<file path="config.mk">
export PLATFORM = sky130hd
export DESIGN_NAME = dm_arbiter
export DESIGN_NICKNAME = d
export VERILOG_FILES = /design/src/rtl/dm_pkg.sv /design/src/rtl/dm_arb_pick.sv /design/src/rtl/dm_arbiter.sv
export SDC_FILE = /design/constraint.sdc
export NUM_CORES = 1
export LEC_CHECK = 0
export CORE_AREA = 2 2 116 118
export DETAILED_ROUTE_END_ITERATION = 8
export DIE_AREA = 0 0 118 120
export DONT_BUFFER_PORTS = 1
export SLEW_MARGIN = 20
export SYNTH_ARGS = -nofsm -noshare
export SYNTH_HDL_FRONTEND = slang
export SYNTH_HIERARCHICAL = 1
export SYNTH_SLANG_ARGS = --single-unit
</file>
<file path="constraint.sdc">
create_clock -name clk -period 3.7 [get_ports clk]
set_input_delay 0.37 -clock clk [delete_from_list [all_inputs] [get_ports clk]]
set_output_delay 0.37 -clock clk [all_outputs]
set_load 0.005 [all_outputs]
</file>
<file path="src/rtl/dm_pkg.sv">
// Shared definitions for the data-memory arbiter: default widths, burst limit,
// requester index type and the burst-counter increment helper.
package dm_pkg;

    localparam int ADDR_W_DEF    = 32;
    localparam int DATA_W_DEF    = 32;
    localparam int MAX_BURST_DEF = 4;

    typedef enum logic {
        REQ0 = 1'b0,
        REQ1 = 1'b1
    } req_idx_t;

    // Saturating increment so a lone requester never wraps the count back to 0
    function automatic logic [3:0] burst_inc(input logic [3:0] cnt);
        burst_inc = (cnt == 4'd15) ? 4'd15 : cnt + 4'd1;
    endfunction

endpackage

</file>
<file path="src/rtl/dm_arb_pick.sv">
// Tie-break for the two-requester data-memory arbiter.
// Build option: define DM_ARB_RR_EN for round-robin ties, otherwise requester 0 has priority.
module dm_arb_pick
    import dm_pkg::*;
#(
    parameter int MAX_BURST = MAX_BURST_DEF
) (
    input  logic       req0,
    input  logic       req1,
    input  req_idx_t   last_gnt,
    input  logic [3:0] burst_cnt,
    output req_idx_t   pick
);

    localparam logic [3:0] MAX_B = 4'(MAX_BURST);

    logic     limit_hit_s;
    req_idx_t other_s;
    req_idx_t pref_s;
    req_idx_t tie_s;

    // On a tie, a requester that has used up its burst must hand over
    always_comb begin
        limit_hit_s = (burst_cnt >= MAX_B);
        other_s     = (last_gnt == REQ0) ? REQ1 : REQ0;
`ifdef DM_ARB_RR_EN
        pref_s      = other_s;
`else
        pref_s      = REQ0;
`endif
        tie_s       = limit_hit_s ? other_s : pref_s;
    end

    // Single requester always wins; nobody requesting leaves a don't-care REQ0
    always_comb begin
        if (req0 && req1) begin
            pick = tie_s;
        end else if (req1) begin
            pick = REQ1;
        end else begin
            pick = REQ0;
        end
    end

endmodule

</file>
<file path="src/rtl/dm_arbiter.sv">
// Two-port arbiter in front of the synchronous data memory (DM_synch lives in the parent).
// Tie policy selected by DM_ARB_RR_EN (round-robin) or fixed priority when undefined.
module dm_arbiter
    import dm_pkg::*;
#(
    parameter int ADDR_W    = ADDR_W_DEF,
    parameter int DATA_W    = DATA_W_DEF,
    parameter int MAX_BURST = MAX_BURST_DEF
) (
    input  logic              clk,
    input  logic              rst,
    input  logic              req0,
    input  logic              req1,
    input  logic              we0,
    input  logic              we1,
    input  logic [ADDR_W-1:0] addr0,
    input  logic [ADDR_W-1:0] addr1,
    input  logic [DATA_W-1:0] writedata0,
    input  logic [DATA_W-1:0] writedata1,
    output logic              gnt0,
    output logic              gnt1,
    output logic              rvalid0,
    output logic              rvalid1,
    output logic [DATA_W-1:0] readdata0,
    output logic [DATA_W-1:0] readdata1,
    output logic [ADDR_W-1:0] addr,
    output logic [DATA_W-1:0] writedata,
    output logic              we,
    input  logic [DATA_W-1:0] readdata
);

    req_idx_t          last_r;
    logic [3:0]        cnt_r;
    logic [ADDR_W-1:0] addr_r;
    logic [DATA_W-1:0] wdata_r;
    logic              rvalid0_r;
    logic              rvalid1_r;
    req_idx_t          pick_s;
    logic              gnt_any_s;

    dm_arb_pick #(
        .MAX_BURST (MAX_BURST)
    ) u_pick (
        .req0      (req0),
        .req1      (req1),
        .last_gnt  (last_r),
        .burst_cnt (cnt_r),
        .pick      (pick_s)
    );

    // Grant decode and memory-port mux; idle cycles replay the last address/data
    always_comb begin
        gnt_any_s = !rst && (req0 || req1);
        gnt0      = gnt_any_s && (pick_s == REQ0);
        gnt1      = gnt_any_s && (pick_s == REQ1);
        if (gnt0) begin
            addr      = addr0;
            writedata = writedata0;
            we        = we0;
        end else if (gnt1) begin
            addr      = addr1;
            writedata = writedata1;
            we        = we1;
        end else begin
            addr      = addr_r;
            writedata = wdata_r;
            we        = 1'b0;
        end
    end

    // Read data is only exposed to the requester whose read completed
    always_comb begin
        rvalid0   = rvalid0_r;
        rvalid1   = rvalid1_r;
        readdata0 = rvalid0_r ? readdata : {DATA_W{1'b0}};
        readdata1 = rvalid1_r ? readdata : {DATA_W{1'b0}};
    end

    // Arbitration history, held port values and one-cycle read-valid pipeline
    always_ff @(posedge clk) begin
        if (rst) begin
            last_r    <= REQ1;
            cnt_r     <= 4'd0;
            addr_r    <= {ADDR_W{1'b0}};
            wdata_r   <= {DATA_W{1'b0}};
            rvalid0_r <= 1'b0;
            rvalid1_r <= 1'b0;
        end else begin
            rvalid0_r <= gnt0 && !we0;
            rvalid1_r <= gnt1 && !we1;
            if (gnt_any_s) begin
                last_r  <= pick_s;
                cnt_r   <= (pick_s == last_r) ? burst_inc(cnt_r) : 4'd1;
                addr_r  <= addr;
                wdata_r <= writedata;
            end
        end
    end

endmodule
</file>
* Word level (Yosys, flattened, before mapping)
Cells that the tools add are included.
** Storage, ports and cells
- RAM bits :: 0
- Word-level logic and storage cells :: 35
- Memories :: 0
- Flip-flop bits (word level) :: 71
- Input bits :: 166
- Bits in latches :: 0
- Memory bits (read-only) :: 0
- Output and inout bits :: 133
** Cells by class
- Div/mod/pow operators :: 0
- Equality and inequality tests :: 2
- Shift operators :: 0
- Add/subtract/negate cells :: 1
- Bitwise gates (word level) :: 1
- Multipliers :: 0
- Reduce and logical (&&, ||, !) cells :: 10
- $lt $le $gt $ge :: 1
- Mux-type cells :: 14
** Operators with widths (number)
- 2-to-1 mux 32 bit :: 6
- 2-to-1 mux 4 bit :: 2
- logical AND 1 bit :: 6
- 2-to-1 mux 1 bit :: 6
- adder 4 x 1 -> 4 bit (second input constant) :: 1
- equality test 4 bit (second input constant) :: 1
- >= comparator 4 x 3 -> 1 bit (second input constant) :: 1
- logical NOT 1 bit :: 3
- equality test 1 bit :: 1
- logical OR 1 bit :: 1
- NOT 1 bit :: 1

* Logic depth before layout (Yosys ltp)
Gate-level depths: netlist of the first run.
- Depth after elaboration :: 6
- Mapped depth :: 7

* Hierarchy
Netlist of the first run, hierarchy kept.
** By module, submodules not included
- dm_arbiter :: seq. area each 1421.4 um2, area each 4300.4 um2, cells each 535, instances 1
- dm_arb_pick :: seq. area each 0.0 um2, area each 15.0 um2, cells each 2, instances 1

* Least setup slack after synthesis of the first run
OpenSTA, ideal clock, no wires.
- Path kind :: reg2out
- From :: register last_r
- To :: output addr[10]
- Cell stages (with the launch flop) :: 8
- Slack :: 1.867 ns
- Buffers on the path :: 3
- Arrival time :: 1.463 ns
- Cells stage by stage :: dfxtp_1 > o21bai_1 > a21boi_1 > buf_2 > buf_4 > buf_4 > mux2i_1 > o21ai_0
** Between the ends
- Longest elaborated chain between the ends :: 6
** Ends and longest elaborated chain
- from (decl) :: line dm_arbiter.sv:32 : req_idx_t last_r;
- from (signal assigned) :: line dm_arbiter.sv:92 : last_r <= pick_s;
- 2-to-1 mux 1 bit * :: line dm_arb_pick.sv:25 : other_s = (last_gnt == REQ0) ? REQ1 : REQ0;
- 2-to-1 mux 1 bit * :: line dm_arb_pick.sv:31 : tie_s = limit_hit_s ? other_s : pref_s;
- 2-to-1 mux 1 bit * :: line dm_arb_pick.sv:36 : if (req0 && req1) begin
- net pick_s :: line dm_arbiter.sv:38 : req_idx_t pick_s;
- logical AND 1 bit / NOT 1 bit (equally long branches) :: line dm_arbiter.sv:55, dm_arbiter.sv:54
- 2-to-1 mux 32 bit / logical AND 1 bit (equally long branches) :: line dm_arbiter.sv:60, dm_arbiter.sv:54
- 2-to-1 mux 32 bit * :: line dm_arbiter.sv:56 : if (gnt0) begin
- to (decl) :: line dm_arbiter.sv:26 : output logic [ADDR_W-1:0] addr,
Mark *: on every way through the listed nets, which the timed path passes. The rest lies on a longest branch.

* Final worst setup path of the first run
- From :: register last_r
- To :: output writedata[5]
** Between the ends
- Longest elaborated chain between the ends :: 6
** Ends and longest elaborated chain
- 2-to-1 mux 1 bit * :: line dm_arb_pick.sv:25
- 2-to-1 mux 1 bit * :: line dm_arb_pick.sv:31
- 2-to-1 mux 1 bit * :: line dm_arb_pick.sv:36
- net pick_s :: line dm_arbiter.sv:38
- logical AND 1 bit / NOT 1 bit (equally long branches) :: line dm_arbiter.sv:55, dm_arbiter.sv:54
- 2-to-1 mux 32 bit / logical AND 1 bit (equally long branches) :: line dm_arbiter.sv:60, dm_arbiter.sv:54
- 2-to-1 mux 32 bit * :: line dm_arbiter.sv:56
- to (decl) :: line dm_arbiter.sv:27 : output logic [DATA_W-1:0] writedata,
Marks and branches as above.

==> results of run 1 <==
-- cell usage after synthesis --
cell type	n
nor2b_1	1
and2_1	65
xor2_1	1
nand2_1	67
a211oi_2	1
clkbuf_1	25
a21boi_1	1
xnor2_1	1
inv_1	1
buf_4	13
o211ai_1	2
ha_1	1
o21ba_2	1
nor2_1	3
o21bai_1	1
nor3_1	3
o21ai_0	129
a31oi_1	2
a211oi_1	2
nand3b_1	65
mux2i_1	65
dfxtp_1	71
a311o_1	1
a21oi_1	1
buf_2	9
buf_6	2
o21bai_4	1
and3_1	2
-- registers in the layout, indices dropped and copies added, names as in the netlist --
name	cells
addr_r	32
cnt_r	4
last_r	1
rvalid0	1
rvalid1	1
wdata_r	32
-- layout make-up --
| class | instances | share of cell area |
|---|---|---|
| Inverter | 1 | 0.0008078 |
| Timing Repair Buffer | 2 | 0.008616 |
| Clock buffer | 11 | 0.05439 |
| Tap cell | 176 | 0.04739 |
| Sequential cell | 71 | 0.3059 |
| Clock inverter | 5 | 0.01212 |
| Antenna cell | 4 | 0.002154 |
| Multi-Input combinational cell | 416 | 0.5687 |
-- cell families (layout without fill, tap and decap cells) --
kind of cell | count (synthesis) | count (layout) | share of synthesized area
mux | 65 | 65 | 0.1508
simple gates | 206 | 206 | 0.2760
xor+xnor | 2 | 2 | 0.004060
other cells | 0 | 4 | 0
buf+inv | 50 | 19 | 0.06088
compound gates | 142 | 142 | 0.1760
fa+ha+maj | 1 | 1 | 0.002899
flops | 71 | 71 | 0.3294
-- worst reg2reg max path, cell delays in order (launching register included) --
cell and delay (ns):
dfxtp_1 0.35, o21bai_1 0.21, a21boi_4 0.19, buf_12 0.42, xor2_1 0.16, a311o_1 0.31, a211oi_2 0.21
-- worst paths after layout --
path	from	end	slack, ns	depth (start not counted)
min reg2reg	cnt_r[1]$_SDFFE_PP0N_	cnt_r[1]$_SDFFE_PP0N_	0.47	2
max	last_r$_SDFFE_PP1N_	writedata[5]	1.33	5
max reg2reg	last_r$_SDFFE_PP1N_	cnt_r[3]$_SDFFE_PP0N_	1.79	6
min	we1	rvalid1$_SDFF_PP0_	0.1	1
-- metrics by stage --
step | setup WS [ns] | instances | power (µW) | cell area, µm²
floorplan | 1.867 | 537 | 1142 | 4315
finish | 1.328 | 686 | 2050 | 4647
CTS | 1.286 | 682 | 2091 | 4637
global placement | 1.698 | 666 | 1166 | 4328
global route | 1.193 | 686 | 2168 | 4647
detailed placement | 1.665 | 666 | 1178 | 4328
-- power by group through the flow --
stage / clock network, µW / registers [µW] / logic [µW]
after floorplan: 0 / 879 / 263
after global placement: 0 / 887 / 279
after CTS: 929 / 876 / 285
final: 892 / 876 / 282
after detailed placement: 0 / 892 / 285
after global routing: 960 / 885 / 322
-- layer usage --
layer | track usage | share of wire
met1 | 0.1666 | 0.39
met2 | 0.2758 | 0.51
met3 | 0.05656 | 0.079
met4 | 0.08133 | 0.026
met5 | 0 | 0
==> impl_metrics.py, run 1 <==
metrics = {
    "status": {
        "status": "complete, no violations",
    },
    "timing": {
        "setup_tns_ns": 0,
        "holdWs_ns": 0.09576,
        "max_freq_ghz": 0.4216,
        "worst_slew_pin_slew_ns": 0.9632,
        "hold_violations": 0,
        "finalSetupViolCount": 0,
        "min_period_ns": 2.372,
        "clock_skew_ns": 0.005119,
        "maxSlewHeadroom": 0.3579,
        "drv_slew": 0,
        "grt_setup_unrepaired": "no",
        "timing.final.crit_share": 0.6411,
    },
    "routing": {
        "ant_nets": 0,
        "drc": 0,
        "drt_iter0_drc": 138,
        "vias": 3661,
        "drt-total-wl_um": 11760,
        "viasPerCell": 5.337,
        "drtPass1Iterations": 4,
        "routedWlPerCell_um": 17.14,
    },
    "die": {
        "die_y_um": 120,
        "die_area_um2": 14160,
        "ios": 299,
        "die_x_um": 118,
        "core_area_um2": 12980,
        "rows": 42,
        "start_util": 0.3325,
    },
    "power": {
        "ir_drop_mv": 0.1908,
        "p_per_area_nw_per_um2": 441.2,
        "combPwrFrac": 0.138,
        "p_sw_frac": 0.2655,
        "p_int_uw": 1506,
        "p_switching_uw": 544.5,
        "p_leak_uw": 0.001653,
        "clkPwrFrac": 0.435,
        "pwr-share-seq": 0.427,
    },
    "cts": {
        "numCtsBuffers": 9,
        "path_clk_slew_ns": 0.06,
        "clk-insertion-delay-late_ns": 0.33,
        "ctsResizeCount": 0,
        "cts-root-buf": "clkbuf_16",
        "cts_tree": "built",
        "cts_num_sinks": 71,
        "postCtsSetupBuffers": 0,
        "clk_path_buf_depth": 2,
        "cts_max_level": 3,
        "ctsHoldBuffers": 0,
    },
    "synth": {
        "ys_ff_latch": 71,
        "synth_nets": 704,
        "synth_area_leader_cell": "dfxtp_1",
        "ys_types": 28,
        "syn_avg_cell_area_um2": 8.036,
        "syn-instance-count": 537,
        "ys_seq_area_frac": 0.3294,
        "syn_area_um2": 4315,
        "yosysTopAreaCellShare": 0.3294,
        "synth.area.top_cells": "dfxtp_1, mux2i_1, o21ai_0, nand3b_1, and2_1",
        "ys_warn_count": 6,
    },
    "grt": {
        "grt_max_degree": 262,
        "first_global_vias": 3196,
        "grt_first_pass_wirelength_um": 17310,
        "antenna_found_initial": 2,
        "grt_use_total": 0.1575,
        "overflow": 0,
    },
    "cells_and_area": {
        "final_cell_mix": "o21ai_0, dfxtp_1, nand2_1",
        "fillers": 1372,
        "final_layout_size_suffix_gt1_frac": 0.04348,
        "final_core_util": 0.3580,
        "multiInputGateArea_um2": 2643,
        "regArea_um2": 1421,
        "final_nets": 668,
        "syn_to_final_growth_pct": 7.683,
        "layout_commonest_cell": "o21ai_0",
    },
    "critical_path": {
        "path_max_fanout": 71,
        "cp.arrival_ns": 2.00,
        "path_cells": "o21bai_1, a21boi_4, buf_12, mux2i_1, o21ai_0",
        "cp-end-kind": "output port",
        "startpoint_type": "register",
        "crit_family": "compound AO/OA/AOI/OAI gates",
        "cp_slowest_cell": "buf_12",
        "crit_required_ns": 3.33,
        "critPathKind": "reg -> out",
        "cp_num_buf_inv": 1,
        "slowest_delay_ns": 0.41,
    },
    "place": {
        "portBuffers": 0,
        "place.gp.congestion": 0.9713,
        "dp_hpwl_um": 8513,
    },
    "worst_hold_path": {
        "hold_path_class": "in -> reg",
    },
    "run": {
        "maxCapViolCount": 0,
    },
}
No activity file was read; power rests on OpenSTA's default activity.
==> run 2, diff against run 1 <==
==> constraint.sdc (replaced) <==
create_clock -name clk -period 2.2 [get_ports clk]
set_input_delay 0.22 -clock clk [delete_from_list [all_inputs] [get_ports clk]]
set_output_delay 0.22 -clock clk [all_outputs]
set_load 0.005 [all_outputs]
==> run 2 against run 1 <==
  * Critical path depth up 2
  * Via count up 2.0%
  * Combinational power up 85%
  * Flip-flop and latch count unchanged
  * Die area unchanged
  * Global-route usage up 0.24 points
  * Utilization up 1.0 points
  * Register-to-register slack worse by 1.4 ns
  * Clock power up 49%
  * Setup slack worse by 1.2 ns
  * Worst hold slack worse by 0.030 ns
  * Critical path type unchanged
  * Critical endpoint is now addr[7]
  * Largest cell class unchanged
  * Highest routed layer unchanged
==> impl_metrics.py, run 2 (same netlist as run 1, synthesis figures left out) <==
metrics = {
    "cells_and_area": {
        "final_layout_size_suffix_gt1_frac": 0.05588,
        "final_nets": 681,
        "fillers": 1335,
        "layout_commonest_cell": "o21ai_0",
        "regArea_um2": 1421,
        "finalInstanceArea_um2": 4777,
        "final_core_util": 0.3680,
        "final_cell_mix": "o21ai_0, dfxtp_1, nand2_1",
        "multiInputGateArea_um2": 2643,
        "syn_to_final_growth_pct": 10.70,
        "reg_top3": "addr_r: 32 flops, wdata_r: 32 flops, cnt_r: 4 flops",
        "instances_no_fill": 701,
    },
    "critical_path": {
        "crit_required_ns": 1.98,
        "cp-end-kind": "output port",
        "cp.arrival_ns": 1.89,
        "slowest_delay_ns": 0.35,
        "cp_slowest_cell": "dfxtp_1",
        "path_max_fanout": 22,
        "startpoint_type": "register",
        "path_cells": "o21bai_1, a21boi_4, buf_4, buf_12, mux2i_1, o21ai_0, buf_4",
        "cp_num_buf_inv": 3,
        "critPathKind": "reg -> out",
        "crit_top_cell": "buf_4",
        "crit_family": "buffers and inverters",
    },
    "power": {
        "ir_drop_mv": 0.3814,
        "p_leak_uw": 0.001719,
        "p_per_area_nw_per_um2": 696.0,
    },
    "timing": {
        "finalSetupViolCount": 0,
        "clock_skew_ns": 0.003906,
        "worst_slack_ns": 0.08675,
        "drv_slew": 0,
        "worst_slew_pin_slew_ns": 0.8164,
        "timing.final.crit_share": 0.9606,
        "max_freq_ghz": 0.4732,
        "hold_violations": 0,
        "maxSlewHeadroom": 0.4550,
        "holdWs_ns": 0.06542,
        "min_period_ns": 2.113,
    },
    "cts": {
        "cts-root-buf": "clkbuf_16",
        "ctsResizeCount": 0,
        "path_clk_slew_ns": 0.06,
        "clk_path_buf_depth": 2,
        "clk-insertion-delay-late_ns": 0.33,
        "cts_num_sinks": 71,
        "cts_tree": "built",
        "cts_max_level": 3,
        "numCtsBuffers": 9,
    },
    "routing": {
        "drtPass1Iterations": 4,
        "ant_nets": 0,
        "viasPerCell": 5.325,
        "routedWlPerCell_um": 17.94,
        "drt_iter0_drc": 195,
        "drt-total-wl_um": 12570,
        "drc": 0,
        "vias": 3733,
    },
    "die": {
        "die_area_um2": 14160,
        "die_y_um": 120,
        "die_x_um": 118,
        "start_util": 0.3325,
        "rows": 42,
        "ios": 299,
        "core_area_um2": 12980,
    },
    "place": {
        "place_area_um2": 4398,
        "dp_hpwl_um": 8850,
        "place.gp.congestion": 0.9269,
        "dp_slack_ns": 0.3740,
        "dp_cells": 672,
        "portBuffers": 0,
    },
    "run": {
        "maxCapViolCount": 0,
    },
    "grt": {
        "grt_use_total": 0.1599,
        "grt_max_degree": 124,
        "antenna_found_initial": 2,
        "first_global_vias": 3229,
        "grt_first_pass_wirelength_um": 17600,
        "overflow": 0,
    },
    "worst_hold_path": {
        "hold_path_class": "in -> reg",
    },
    "status": {
        "status": "complete, no violations",
    },
}
## run 2: path summary, 6_finish.rpt
| kind | startpoint | end | slack [ns] | cells after the start |
|---|---|---|---|---|
| worst min-delay path | req0 | last_r$_SDFFE_PP1N_ | 0.07 | 2 |
| worst max register to register | last_r$_SDFFE_PP1N_ | cnt_r[2]$_SDFFE_PP0N_ | 0.39 | 7 |
| worst min register to register | cnt_r[1]$_SDFFE_PP0N_ | cnt_r[1]$_SDFFE_PP0N_ | 0.49 | 2 |
| worst max-delay path | last_r$_SDFFE_PP1N_ | addr[7] | 0.09 | 7 |
## run 2: where the power goes
group	total [µW]	switching [µW]	internal [µW]
registers	1470	68.1	1410
logic	522	302	219
clock network	1330	536	793
## run 2: cell type report
class / count / area share
multi-input cells: 416 / 0.5532
clock buffers: 13 / 0.05238
repair buffers: 15 / 0.04295
diodes: 6 / 0.003143
flip-flops and latches: 71 / 0.2975
well taps: 176 / 0.04610
inverters: 1 / 0.0007858
clock inverters: 3 / 0.003929
## run 2: routing by layer
layer	wire (µm)	vias to the layer above	track usage
li1	-	1826	-
met1	4896	1679	0.1664
met2	6327	209	0.2765
met3	879	19	0.04943
met4	470	0	0.1092
met5	0	-	0
## run 2: stage by stage
| step | power, µW | TNS [ns] |
|---|---|---|
| finish | 3325 | 0 |
| global route | 3512 | -0.001640 |
| CTS | 3367 | 0 |
| detailed placement | 1999 | 0 |
| global placement | 1981 | 0 |
| floorplan | 1921 | 0 |
## run 2: repair_timing
action / CTS / global route
endpoints found under the setup margin: 0 / 21
hold buffers: 3 / 0
setup buffers: 0 / 2
endpoints found under the hold margin: 7 / 0
==> run 3, diff against run 2 <==
--- a/config.mk
+++ b/config.mk
@@ -5,9 +5,9 @@
 export SDC_FILE = /design/constraint.sdc
 export NUM_CORES = 1
 export LEC_CHECK = 0
-export CORE_AREA = 2 2 116 118
+export CORE_AREA = 5 5 112 114
 export DETAILED_ROUTE_END_ITERATION = 8
-export DIE_AREA = 0 0 118 120
+export DIE_AREA = 0 0 117 119
 export DONT_BUFFER_PORTS = 1
 export SLEW_MARGIN = 20
 export SYNTH_ARGS = -nofsm -noshare
==> run 3 against run 2 <==
  * Sequential share of layout area rose by 0.68 points
  * Combinational power decreased by 2%
  * First-iteration DRC count decreased by 33%
  * Power shrank 1.8%
==> impl_metrics.py, run 3 (same netlist as run 1, synthesis figures left out) <==
metrics = {
    "cells_and_area": {
        "diodes": 0,
        "final_core_util": 0.4126,
        "regArea_um2": 1421,
        "syn_to_final_growth_pct": 8.234,
        "layout_commonest_cell": "o21ai_0",
        "final_cell_mix": "o21ai_0, dfxtp_1, nand2_1",
        "multiInputGateArea_um2": 2650,
        "final_layout_size_suffix_gt1_frac": 0.04864,
        "final_nets": 677,
        "fillers": 1137,
        "finalInstanceArea_um2": 4671,
        "reg_top3": "addr_r: 32 flops, wdata_r: 32 flops, cnt_r: 4 flops",
    },
    "critical_path": {
        "crit_top_cell": "buf_4",
        "startpoint_type": "register",
        "crit_required_ns": 1.98,
        "cp.arrival_ns": 1.91,
        "reg2reg_setup_slack_ns": 0.43,
        "path_cells": "o21bai_1, a21boi_4, buf_4, buf_12, mux2i_2, o21ai_0, buf_4",
        "cp_slowest_cell": "dfxtp_1",
        "critPathKind": "reg -> out",
        "slowest_delay_ns": 0.34,
        "cp-end-kind": "output port",
        "path_max_fanout": 20,
    },
    "timing": {
        "maxSlewHeadroom": 0.4723,
        "timing.final.crit_share": 0.9673,
        "clock_skew_ns": 0.002585,
        "max_freq_ghz": 0.4699,
        "drv_slew": 0,
        "grt_setup_unrepaired": "yes",
        "min_period_ns": 2.128,
        "setup_tns_ns": 0,
        "hold_violations": 0,
        "worst_slew_pin_slew_ns": 0.7905,
        "finalSetupViolCount": 0,
        "holdWs_ns": 0.06050,
    },
    "grt": {
        "overflow": 0,
        "grt_max_degree": 132,
        "antenna_found_initial": 0,
        "grt_first_pass_wirelength_um": 17060,
        "grt_use_total": 0.1545,
        "first_global_vias": 3328,
    },
    "routing": {
        "drt-total-wl_um": 12040,
        "viasPerCell": 5.513,
        "routedWlPerCell_um": 18.33,
        "ant_nets": 0,
        "drtPass1Iterations": 4,
        "vias": 3622,
        "drt_iter0_drc": 130,
        "drc": 0,
    },
    "power": {
        "ir_drop_mv": 0.3849,
        "p_leak_uw": 0.001686,
        "p_per_area_nw_per_um2": 699.3,
    },
    "cts": {
        "cts_max_level": 3,
        "cts_tree": "built",
        "clk-insertion-delay-late_ns": 0.33,
        "cts-root-buf": "clkbuf_16",
        "numCtsBuffers": 9,
        "cts_num_sinks": 71,
        "path_clk_slew_ns": 0.05,
        "clk_path_buf_depth": 2,
    },
    "die": {
        "core_area_um2": 11320,
        "rows": 39,
        "die_x_um": 117,
        "die_area_um2": 13920,
        "die_y_um": 119,
        "start_util": 0.3812,
        "ios": 299,
    },
    "worst_hold_path": {
        "hold_path_class": "in -> reg",
    },
    "place": {
        "place_area_um2": 4334,
        "dp_hpwl_um": 8782,
        "place.gp.congestion": 0.7158,
        "portBuffers": 0,
    },
    "status": {
        "status": "complete, no violations",
    },
    "run": {
        "maxCapViolCount": 0,
    },
}
run 3: cell types whose count changed in the layout (fill, tap and decap cells not counted), sizes merged:
cell	delta
buf	-3
clkinv	-2
diode	-6
run 3: final timing paths:
path	from	endpoint	cells after the start
worst max-delay path	last_r$_SDFFE_PP1N_	writedata[17]	7
worst min-delay path	req0	last_r$_SDFFE_PP1N_	2
worst max register to register	last_r$_SDFFE_PP1N_	cnt_r[2]$_SDFFE_PP0N_	6
worst min register to register	cnt_r[1]$_SDFFE_PP0N_	cnt_r[1]$_SDFFE_PP0N_	2
run 3: critical path, delay by kind of cell (launching register included):
family / cells / cell delay (ns)
flip-flops: 1 / 0.34
AO/OA/AOI/OAI: 3 / 0.50
buffers and inverters: 3 / 0.50
multiplexers: 1 / 0.23
run 3: metrics by stage:
step | instances | power, µW | setup WS [ns]
2_1_floorplan | 537 | 1921 | 0.5166
6_report | 657 | 3266 | 0.07188
3_3_place_gp | 636 | 1980 | 0.4318
5_1_grt | 657 | 3468 | -0.02149
4_1_cts | 654 | 3315 | 0.02860
3_5_place_dp | 636 | 2002 | 0.3966
run 3: timing repair:
| action | CTS | global route |
|---|---|---|
| setup buffers | 0 | 2 |
| resized for setup | 0 | 2 |
| hold buffers | 3 | 0 |
| endpoints found under the hold margin | 7 | 0 |
| endpoints found under the setup margin | 0 | 16 |
run 3: per-layer routing:
| metal | part of all wire | up-vias | wire length [µm] | global-route usage |
|---|---|---|---|---|
| li1 | - | 1809 | - | - |
| met1 | 0.38 | 1637 | 4603 | 0.1710 |
| met2 | 0.52 | 165 | 6246 | 0.2799 |
| met3 | 0.086 | 11 | 1035 | 0.03955 |
| met4 | 0.013 | 0 | 155 | 0.05591 |
| met5 | 0 | - | 0 | 0 |
run 3: report_power, final:
group	leakage [µW]	switching [µW]	internal, µW
Clock	0.000127	493	786
Combinational	0.000969	301	212
Sequential	0.000591	67.5	1410
Total	0.00169	861	2400
run 3: cell type report:
type	instances	share of cell area
timing repair buffer	11	0.03375
sequential	71	0.3043
multi-input combinational	416	0.5674
clock inverter	1	0.001072
tap	143	0.03831
inverter	1	0.0008036
clock buffer	14	0.05438
